File: config.mk
export PLATFORM = sky130hd
export DESIGN_NAME = key_click_decoder
export DESIGN_NICKNAME = d
export VERILOG_FILES = /design/src/rtl/key_click_decoder_pkg.sv /design/src/rtl/key_click_decoder_click_win_timer.sv /design/src/rtl/key_click_decoder.sv
export SDC_FILE = /design/constraint.sdc
export NUM_CORES = 1
export LEC_CHECK = 0
export BUFFER_PORTS_ARGS = -buffer_cell sky130_fd_sc_hd__buf_2
export CAP_MARGIN = 20
export CORE_UTILIZATION = 30
export CTS_CLUSTER_SIZE = 10
export DETAILED_ROUTE_END_ITERATION = 6
export GPL_TIMING_DRIVEN = 0
export HOLD_SLACK_MARGIN = 0.1
export SYNTH_ARGS = -nofsm -noshare
export SYNTH_HDL_FRONTEND = slang
export SYNTH_SLANG_ARGS = --single-unit
export TNS_END_PERCENT = 30
File: constraint.sdc
create_clock -name sys_clk -period 2.2 [get_ports sys_clk]
set_clock_uncertainty 0.2 [all_clocks]
set_input_delay 0.66 -clock sys_clk [delete_from_list [all_inputs] [get_ports sys_clk]]
set_output_delay 0.66 -clock sys_clk [all_outputs]
set_load 0.02 [all_outputs]
File: src/rtl/key_click_decoder_pkg.sv
// Shared constants for the click decoder: state encodings, window width and default window length.
package key_click_decoder_pkg;
  localparam int WIN_W = 24;
  localparam logic [WIN_W-1:0] CNT_WIN_DEF = 24'd14_999_999;  // 300 ms @ 50 MHz, minus one

  typedef enum logic [1:0] {
    ST_IDLE  = 2'd0,
    ST_WAIT2 = 2'd1,
    ST_WAIT3 = 2'd2
  } state_t;
endpackage

File: src/rtl/key_click_decoder_click_win_timer.sv
// Click window counter: clears on a press, counts while a group is open, parks at CNT_WIN.
module click_win_timer
  import key_click_decoder_pkg::*;
#(
  parameter logic [WIN_W-1:0] CNT_WIN = CNT_WIN_DEF
) (
  input  logic sys_clk,
  input  logic sys_rst_n,
  input  logic clear,
  input  logic run,
  output logic expired
);
  logic [WIN_W-1:0] win_cnt;

  assign expired = (win_cnt == CNT_WIN);

  always_ff @(posedge sys_clk or negedge sys_rst_n) begin
    if (!sys_rst_n)            win_cnt <= '0;
    else if (clear)            win_cnt <= '0;
    else if (run && !expired)  win_cnt <= win_cnt + WIN_W'(1);
  end
endmodule

File: src/rtl/key_click_decoder.sv
// Groups debounced key presses into single/double(/triple) click pulses.
// Optional third-press detection is enabled by defining TRIPLE_CLICK_EN.
module key_click_decoder
  import key_click_decoder_pkg::*;
#(
  parameter logic [WIN_W-1:0] CNT_WIN = CNT_WIN_DEF
) (
  input  logic sys_clk,
  input  logic sys_rst_n,
  input  logic key_flag,
  output logic single_click,
  output logic double_click,
  output logic triple_click,
  output logic busy
);
  state_t state, state_nxt;
  logic   single_nxt, double_nxt;
  logic   expired;

  // Every press restarts the window; a press always takes priority over expiry.
  click_win_timer #(.CNT_WIN(CNT_WIN)) u_timer (
    .sys_clk   (sys_clk),
    .sys_rst_n (sys_rst_n),
    .clear     (key_flag),
    .run       (state != ST_IDLE),
    .expired   (expired)
  );

`ifdef TRIPLE_CLICK_EN
  logic triple_nxt;
`endif

  always_comb begin
    state_nxt  = state;
    single_nxt = 1'b0;
    double_nxt = 1'b0;
`ifdef TRIPLE_CLICK_EN
    triple_nxt = 1'b0;
`endif
    case (state)
      ST_IDLE:  if (key_flag) state_nxt = ST_WAIT2;
      ST_WAIT2: begin
        if (key_flag) begin
`ifdef TRIPLE_CLICK_EN
          state_nxt = ST_WAIT3;
`else
          double_nxt = 1'b1;
          state_nxt  = ST_IDLE;
`endif
        end else if (expired) begin
          single_nxt = 1'b1;
          state_nxt  = ST_IDLE;
        end
      end
`ifdef TRIPLE_CLICK_EN
      ST_WAIT3: begin
        if (key_flag) begin
          triple_nxt = 1'b1;
          state_nxt  = ST_IDLE;
        end else if (expired) begin
          double_nxt = 1'b1;
          state_nxt  = ST_IDLE;
        end
      end
`endif
      default:  state_nxt = ST_IDLE;
    endcase
  end

  always_ff @(posedge sys_clk or negedge sys_rst_n) begin
    if (!sys_rst_n) begin
      state        <= ST_IDLE;
      single_click <= 1'b0;
      double_click <= 1'b0;
    end else begin
      state        <= state_nxt;
      single_click <= single_nxt;
      double_click <= double_nxt;
    end
  end

`ifdef TRIPLE_CLICK_EN
  always_ff @(posedge sys_clk or negedge sys_rst_n) begin
    if (!sys_rst_n) triple_click <= 1'b0;
    else            triple_click <= triple_nxt;
  end
`else
  assign triple_click = 1'b0;
`endif

  assign busy = (state != ST_IDLE);
endmodule

==> results_tabular.tex, run 1 <==
\begin{tabular}{lr}
\hline
Metric & Value \\
\hline
\multicolumn{2}{l}{\textbf{Critical path}} \\
Required @ worst endpoint & 2.16 ns \\
Worst-path fanout max & 6 \\
Maximum single-stage delay on the critical path & 0.46 ns \\
CP startpoint kind & flop \\
Critical path data arrival time & 2.07 ns \\
Endpoint class of the critical path & flop \\
Type of the worst setup path & flop to flop \\
Critical-path cell with the highest stage delay & dfrtp\_1 \\
Buffers plus inverters on the worst setup path & 0 \\
Ordered cell list for the critical path & and4\_4 -> nand3\_2 -> or3\_4 -> nor4b\_2 -> mux2\_4 \\
Family of cells with the greatest summed delay on the critical path & simple AND/OR/NAND/NOR gates \\
\multicolumn{2}{l}{\textbf{STA}} \\
Total of endpoints with negative setup slack in the final report & 0 \\
Number of endpoints with negative hold slack in the final report & 0 \\
Fmax achieved & 474 MHz \\
Setup repair after global routing missed its margin & true \\
Transition time at the pin with the least slew margin & 0.604 ns \\
Sum of negative setup slack & 0 ns \\
Smallest hold slack & 0.190 ns \\
Minimum clock period & 2.11 ns \\
Total count of max-transition violations in the final report & 0 \\
Worst-case headroom to the max-slew limit & 59.7\% \\
Post-route clock period utilization & 95.9\% \\
\multicolumn{2}{l}{\textbf{Placement}} \\
Cell count after placement & 202 \\
Input/output buffers & 5 \\
Post-detailed-placement half-perimeter wirelength & 2120 um \\
Routability congestion estimate & 0.871 \\
\multicolumn{2}{l}{\textbf{Clock network}} \\
Setup Buffers After CTS & 0 \\
Quantity of gates resized following cts & 2 \\
Number of sinks handled by clock tree synthesis & 27 \\
Clk buf depth & 2 \\
CTS Root Buffer Type & clkbuf\_8 \\
Clock buffers created by TritonCTS & 3 \\
Clock tree from TritonCTS & done \\
Clock slew at the register clock pins of the worst setup and hold paths & 0.09 ns \\
Clock latency on the worst-skew pair & 0.27 ns \\
Number of hold-repair buffers added at the cts stage & 0 \\
H-tree levels & 1 \\
\multicolumn{2}{l}{\textbf{Synth}} \\
Number of cells produced by synthesis & 145 \\
Post-synth EDFFs & 0 \\
Yosys synthesis warning count & 0 \\
Asr flop ratio synth & 100\% \\
Syn Nets & 149 \\
Number of distinct library cells after synthesis & 40 \\
Leading area contributor after synthesis & dfrtp\_1 \\
Post-synthesis sequential area ratio & 46.8\% \\
Dominant cells by area after synthesis & dfrtp\_1 47\%, xor2\_1 5.5\%, nor2\_1 4.7\% \\
Commonest register cell after synthesis & dfrtp\_1 \\
Mapped Area & 1440 um2 \\
Average cell area after synthesis & 9.95 um2 \\
Yosys top cell area share & 46.8\% \\
Total of flip-flops plus latches after synthesis & 27 \\
\multicolumn{2}{l}{\textbf{Floorplanning}} \\
Die H & 71.3 um \\
Die width & 71.3 um \\
Die ar. & 5090 um2 \\
I/O pins & 7 \\
Core area & 4470 um2 \\
Initial standard-cell utilization of the core & 32.2\% \\
Std-Cell Rows & 24 \\
\multicolumn{2}{l}{\textbf{Detailed routing}} \\
Total number of vias & 1,105 \\
Routed wire per std cell & 14.5 um \\
Post-route antenna net violation count & 0 \\
Length of the first detailed-routing pass in iterations & 6 \\
Final routed DRC violation total & 1 \\
Per-cell via count in the routed design & 5.36 \\
1st-iter DRT viols & 90 \\
Wirelength, routed & 2990 um \\
\multicolumn{2}{l}{\textbf{Run}} \\
\# Max-Cap Violations & 0 \\
\multicolumn{2}{l}{\textbf{Layout}} \\
FILL cells & 434 \\
Post-layout instance count excluding filler cells & 206 \\
Most used cells in the layout excluding fill and tap cells & 27 x dfrtp\_1, 17 x nor2\_1, 9 x xor2\_1, 8 x a21oi\_1 \\
Leading cell type in the layout, fill and taps excluded & dfrtp\_1 \\
Layout Area Growth over Synthesis & 10.8\% \\
Count of antenna diodes in the layout & 0 \\
Layout cells sized above 1 & 16.9\% \\
Count of nets after finishing & 159 \\
\multicolumn{2}{l}{\textbf{GRT}} \\
All-Layer GR Usage & 12.5\% \\
First-pass GRT wire length & 5110 um \\
Initial antenna violation count & 0 \\
Number of global-route vias before repair & 1,092 \\
Largest net degree at the start of global routing & 28 \\
Total grt overflow & 0 \\
\multicolumn{2}{l}{\textbf{Hold path}} \\
Class of the tightest hold or removal check & input pin to asynchronous set/reset pin \\
\multicolumn{2}{l}{\textbf{Pwr}} \\
Areal power density over the cells & 615 nW/um2 \\
Tot Pwr & 983 uW \\
IR drop worst, VDD & 0.472 mV \\
Static Leakage & 0.000631 uW \\
\multicolumn{2}{l}{\textbf{Status}} \\
Outcome & finished with violations \\
Failing checks & design-rule violations \\
\hline
\end{tabular}
routing by layer:
metal  vias up  global-route usage (%)  wire [um]
met2        29                    20.6       1490
met5         -                       0          0
met1       539                    16.3       1370
met3         2                    2.67         91
met4         0                    4.00         29
li1        535                       -          -
state kept, by name, indices dropped and copies added, names as in the netlist:
register / count
u_timer.win_cnt: 24
double_click: 1
single_click: 1
state: 1
power by group:
group          internal [uW]  switching [uW]
Sequential               528            39.3
Combinational           54.2            85.4
Clock                    130             146
Total                    712             271
per-stage QoR:
stage | setup slack, ns | utilization, % | cell area, um2
after detailed placement | -0.0340 | 34.3 | 1530
final | 0.0899 | 35.7 | 1600
after global placement | 0.0358 | 34.3 | 1530
after CTS | 0.0435 | 35.4 | 1580
after floorplan | 0.265 | - | 1440
after global routing | -0.00656 | 35.7 | 1600
logic make-up (layout without fill, tap and decap cells):
family | count (synthesis) | after routing | share of synthesized area [%]
and+or+nand+nor | 68 | 68 | 28.3
DFF | 27 | 27 | 46.8
AOI/OAI and AO/OA | 24 | 24 | 10.5
xor gates and xnor gates | 13 | 13 | 7.89
buffers and inverters | 8 | 17 | 2.95
muxes | 3 | 3 | 2.43
adders and majority gates | 1 | 1 | 0.867
other | 1 | 1 | 0.260
cell usage after synthesis, types with 2 or more instances:
library cell	instances
nor2_1	18
or4_1	4
xor2_1	9
nand3_2	3
and4_1	4
dfrtp_1	27
clkbuf_1	3
inv_1	2
xnor2_1	4
o31ai_1	3
and3_1	3
mux2i_1	2
nand3_1	7
o211ai_1	2
nand2_1	7
and2_1	2
a21oi_1	8
or3_1	6
o21ai_0	8
nor4_1	3
path summary, 6_finish.rpt:
path,startpoint,end,slack (ns),depth (start not counted)
setup / recovery,u_timer.win_cnt[6],u_timer.win_cnt[22],0.09,5
hold / removal,sys_rst_n,u_timer.win_cnt[11],0.19,1
setup reg to reg,u_timer.win_cnt[6],u_timer.win_cnt[22],0.09,5
hold reg to reg,u_timer.win_cnt[15],u_timer.win_cnt[15],0.36,2
max in group asynchronous,sys_rst_n,u_timer.win_cnt[8],1.22,1
min in group sys_clk,u_timer.win_cnt[15],u_timer.win_cnt[15],0.36,2
final cells by class:
cell class | count | area, um2 | share of cell area (%)
sequential | 27 | 676 | 42.3
timing repair buffer | 5 | 25.0 | 1.56
clock buffer | 4 | 45.0 | 2.82
inverter | 2 | 7.51 | 0.469
buffer | 6 | 35.0 | 2.19
tap | 52 | 65.1 | 4.07
multi-input combinational | 110 | 746 | 46.6
Note: power is estimated with default switching activity, not from simulation.
==> run 2, diff against run 1 <==
- RECOVER_POWER: default -> 50
==> run 2 against run 1 <==
  * The flow still finishes with violations (design-rule violations)
  * Wire length about the same
  * Sequential power about the same
  * First-iteration DRC count unchanged
  * Cell count unchanged
  * Via count about the same
  * Total power about the same
  * Fmax unchanged
  * Critical path type unchanged
  * Core utilization about the same
  * Sequential cell count unchanged
  * Sequential share of layout area about the same
  * Non-clock buffer count unchanged
==> results_tabular.tex, run 2 (synthesis results as in run 1) <==
\begin{tabular}{lr}
\hline
Metric & Value \\
\hline
\multicolumn{2}{l}{\textbf{Critical path}} \\
Required @ worst endpoint & 2.16 ns (about the same) \\
Maximum single-stage delay on the critical path & 0.46 ns (about the same) \\
Type of the worst setup path & flop to flop (unchanged) \\
Beginning of the worst register-to-register path & u\_timer.win\_cnt[6] (unchanged) \\
Critical path data arrival time & 2.07 ns (about the same) \\
CP startpoint kind & flop (unchanged) \\
Worst-path fanout max & 6 (unchanged) \\
Ordered cell list for the critical path & and4\_4 -> nand3\_2 -> or3\_4 -> nor4b\_2 -> mux2\_4 (unchanged) \\
Number of cells on the worst reg-to-reg path & 5 (unchanged) \\
Endpoint class of the critical path & flop (unchanged) \\
Worst setup path start & u\_timer.win\_cnt[6] (unchanged) \\
Critical-path cell with the highest stage delay & dfrtp\_1 (unchanged) \\
\multicolumn{2}{l}{\textbf{Clock network}} \\
H-tree levels & 1 (unchanged) \\
Number of sinks handled by clock tree synthesis & 27 (unchanged) \\
Clk buf depth & 2 (unchanged) \\
Clock latency on the worst-skew pair & 0.27 ns (about the same) \\
Clock tree from TritonCTS & done (unchanged) \\
CTS Root Buffer Type & clkbuf\_8 (unchanged) \\
Clock buffers created by TritonCTS & 3 (unchanged) \\
Clock slew at the register clock pins of the worst setup and hold paths & 0.09 ns (about the same) \\
\multicolumn{2}{l}{\textbf{STA}} \\
Number of endpoints with negative hold slack in the final report & 0 (unchanged) \\
Total of endpoints with negative setup slack in the final report & 0 (unchanged) \\
Transition time at the pin with the least slew margin & 1.44 ns (was 0.604 ns) \\
Total count of max-transition violations in the final report & 0 (unchanged) \\
Worst-case headroom to the max-slew limit & 4.23\% (was 59.7\%) \\
Sum of negative setup slack & 0 ns (unchanged) \\
Setup repair after global routing missed its margin & true (unchanged) \\
Worst Slack Setup Final & 0.0899 ns (unchanged) \\
Post-route clock period utilization & 95.9\% (unchanged) \\
Fmax achieved & 474 MHz (unchanged) \\
Minimum clock period & 2.11 ns (unchanged) \\
\multicolumn{2}{l}{\textbf{Detailed routing}} \\
Total number of vias & 1,106 (was 1,105) \\
Per-cell via count in the routed design & 5.37 (was 5.36) \\
Wirelength, routed & 2990 um (about the same) \\
Final routed DRC violation total & 1 (unchanged) \\
Length of the first detailed-routing pass in iterations & 6 (unchanged) \\
Routed wire per std cell & 14.5 um (about the same) \\
Post-route antenna net violation count & 0 (unchanged) \\
1st-iter DRT viols & 90 (unchanged) \\
\multicolumn{2}{l}{\textbf{Floorplanning}} \\
Initial standard-cell utilization of the core & 32.2\% (unchanged) \\
Std-Cell Rows & 24 (unchanged) \\
Core area & 4470 um2 (unchanged) \\
Die width & 71.3 um (unchanged) \\
Die ar. & 5090 um2 (unchanged) \\
I/O pins & 7 (unchanged) \\
Die H & 71.3 um (unchanged) \\
\multicolumn{2}{l}{\textbf{Layout}} \\
Post-route design area & 1600 um2 (about the same) \\
Most used cells in the layout excluding fill and tap cells & 27 x dfrtp\_1, 17 x nor2\_1, 9 x xor2\_1, 8 x a21oi\_1 (unchanged) \\
Count of antenna diodes in the layout & 0 (unchanged) \\
Flip-flop count of the largest register, all copies and words added & 24 (unchanged) \\
Most flop-heavy register & u\_timer.win\_cnt (unchanged) \\
Layout cells sized above 1 & 16.2\% (was 16.9\%) \\
Leading cell type in the layout, fill and taps excluded & dfrtp\_1 (unchanged) \\
Count of nets after finishing & 159 (unchanged) \\
Layout Area Growth over Synthesis & 10.8\% (about the same) \\
\multicolumn{2}{l}{\textbf{Placement}} \\
Input/output buffers & 5 (unchanged) \\
Pre-CTS worst setup slack & -0.0340 ns (unchanged) \\
Post-detailed-placement half-perimeter wirelength & 2120 um (unchanged) \\
Placed Area & 1530 um2 (unchanged) \\
Routability congestion estimate & 0.871 (unchanged) \\
\multicolumn{2}{l}{\textbf{Pwr}} \\
Areal power density over the cells & 615 nW/um2 (about the same) \\
Tot Pwr & 982 uW (was 983 uW) \\
IR drop worst, VDD & 0.472 mV (about the same) \\
Static Leakage & 0.000629 uW (was 0.000631 uW) \\
\multicolumn{2}{l}{\textbf{GRT}} \\
Number of global-route vias before repair & 1,092 (unchanged) \\
Largest net degree at the start of global routing & 28 (unchanged) \\
First-pass GRT wire length & 5110 um (unchanged) \\
Total grt overflow & 0 (unchanged) \\
Initial antenna violation count & 0 (unchanged) \\
All-Layer GR Usage & 12.5\% (unchanged) \\
\multicolumn{2}{l}{\textbf{Run}} \\
\# Max-Cap Violations & 0 (unchanged) \\
\multicolumn{2}{l}{\textbf{Status}} \\
Outcome & finished with violations (unchanged) \\
Failing checks & design-rule violations (unchanged) \\
\multicolumn{2}{l}{\textbf{Hold path}} \\
Hold Startpoint & u\_timer.win\_cnt[15] \\
Class of the tightest hold or removal check & flop to flop (was input pin to asynchronous set/reset pin) \\
WHS Path Cells & 2 \\
\hline
\end{tabular}
run 2: report_power, final:
part           internal, uW  total [uW]  switching (uW)  leakage, uW
Clock                   130         276             146    0.0000228
Combinational          53.8         139            85.3     0.000233
Sequential              528         567            39.3     0.000372
run 2: stage by stage:
stage / hold slack [ns] / utilization [%] / std cells
5_1_grt: 0.403 / 35.7 / 206
6_report: 0.355 / 35.7 / 206
3_5_place_dp: 0.340 / 34.3 / 202
2_1_floorplan: 0.164 / - / 145
4_1_cts: 0.215 / 35.4 / 206
3_3_place_gp: 0.323 / 34.3 / 202
run 2: path summary, 6_finish.rpt:
| path | to | slack, ns |
|---|---|---|
| max | u_timer.win_cnt[22] | 0.09 |
| min | u_timer.win_cnt[15] | 0.36 |
| max reg2reg | u_timer.win_cnt[22] | 0.09 |
| min reg2reg | u_timer.win_cnt[15] | 0.36 |
| max in group asynchronous | u_timer.win_cnt[8] | 0.45 |
| min in group asynchronous | u_timer.win_cnt[11] | 0.51 |
run 2: layout make-up:
class	instances	area, um2
Multi-Input combinational cell	110	746
Sequential cell	27	676
Inverter	2	7.51
Tap cell	52	65.1
Buffer	6	35.0
Timing Repair Buffer	5	23.8
Fill cell	435	2880
Clock buffer	4	45.0
run 2: per-layer routing:
layer | GRT usage, % | vias to the layer above | wire length, um
li1 | - | 535 | -
met1 | 16.3 | 540 | 1370
met2 | 20.6 | 29 | 1490
met3 | 2.67 | 2 | 91
met4 | 4.00 | 0 | 29
met5 | 0 | - | 0
run 2: worst max-delay path, delay by kind of cell, from the launching register on:
family / cells / cell delay [ns]
muxes: 1 / 0.33
and+or+nand+nor: 4 / 1.01
DFF: 1 / 0.46
run 2: repair_timing:
| item | 4_1_cts | 5_1_grt |
|---|---|---|
| setup endpoints to repair | 3 | 10 |
| hold buffers | 0 | 0 |
| setup buffers | 0 | 0 |
| gates resized for setup | 2 | 3 |
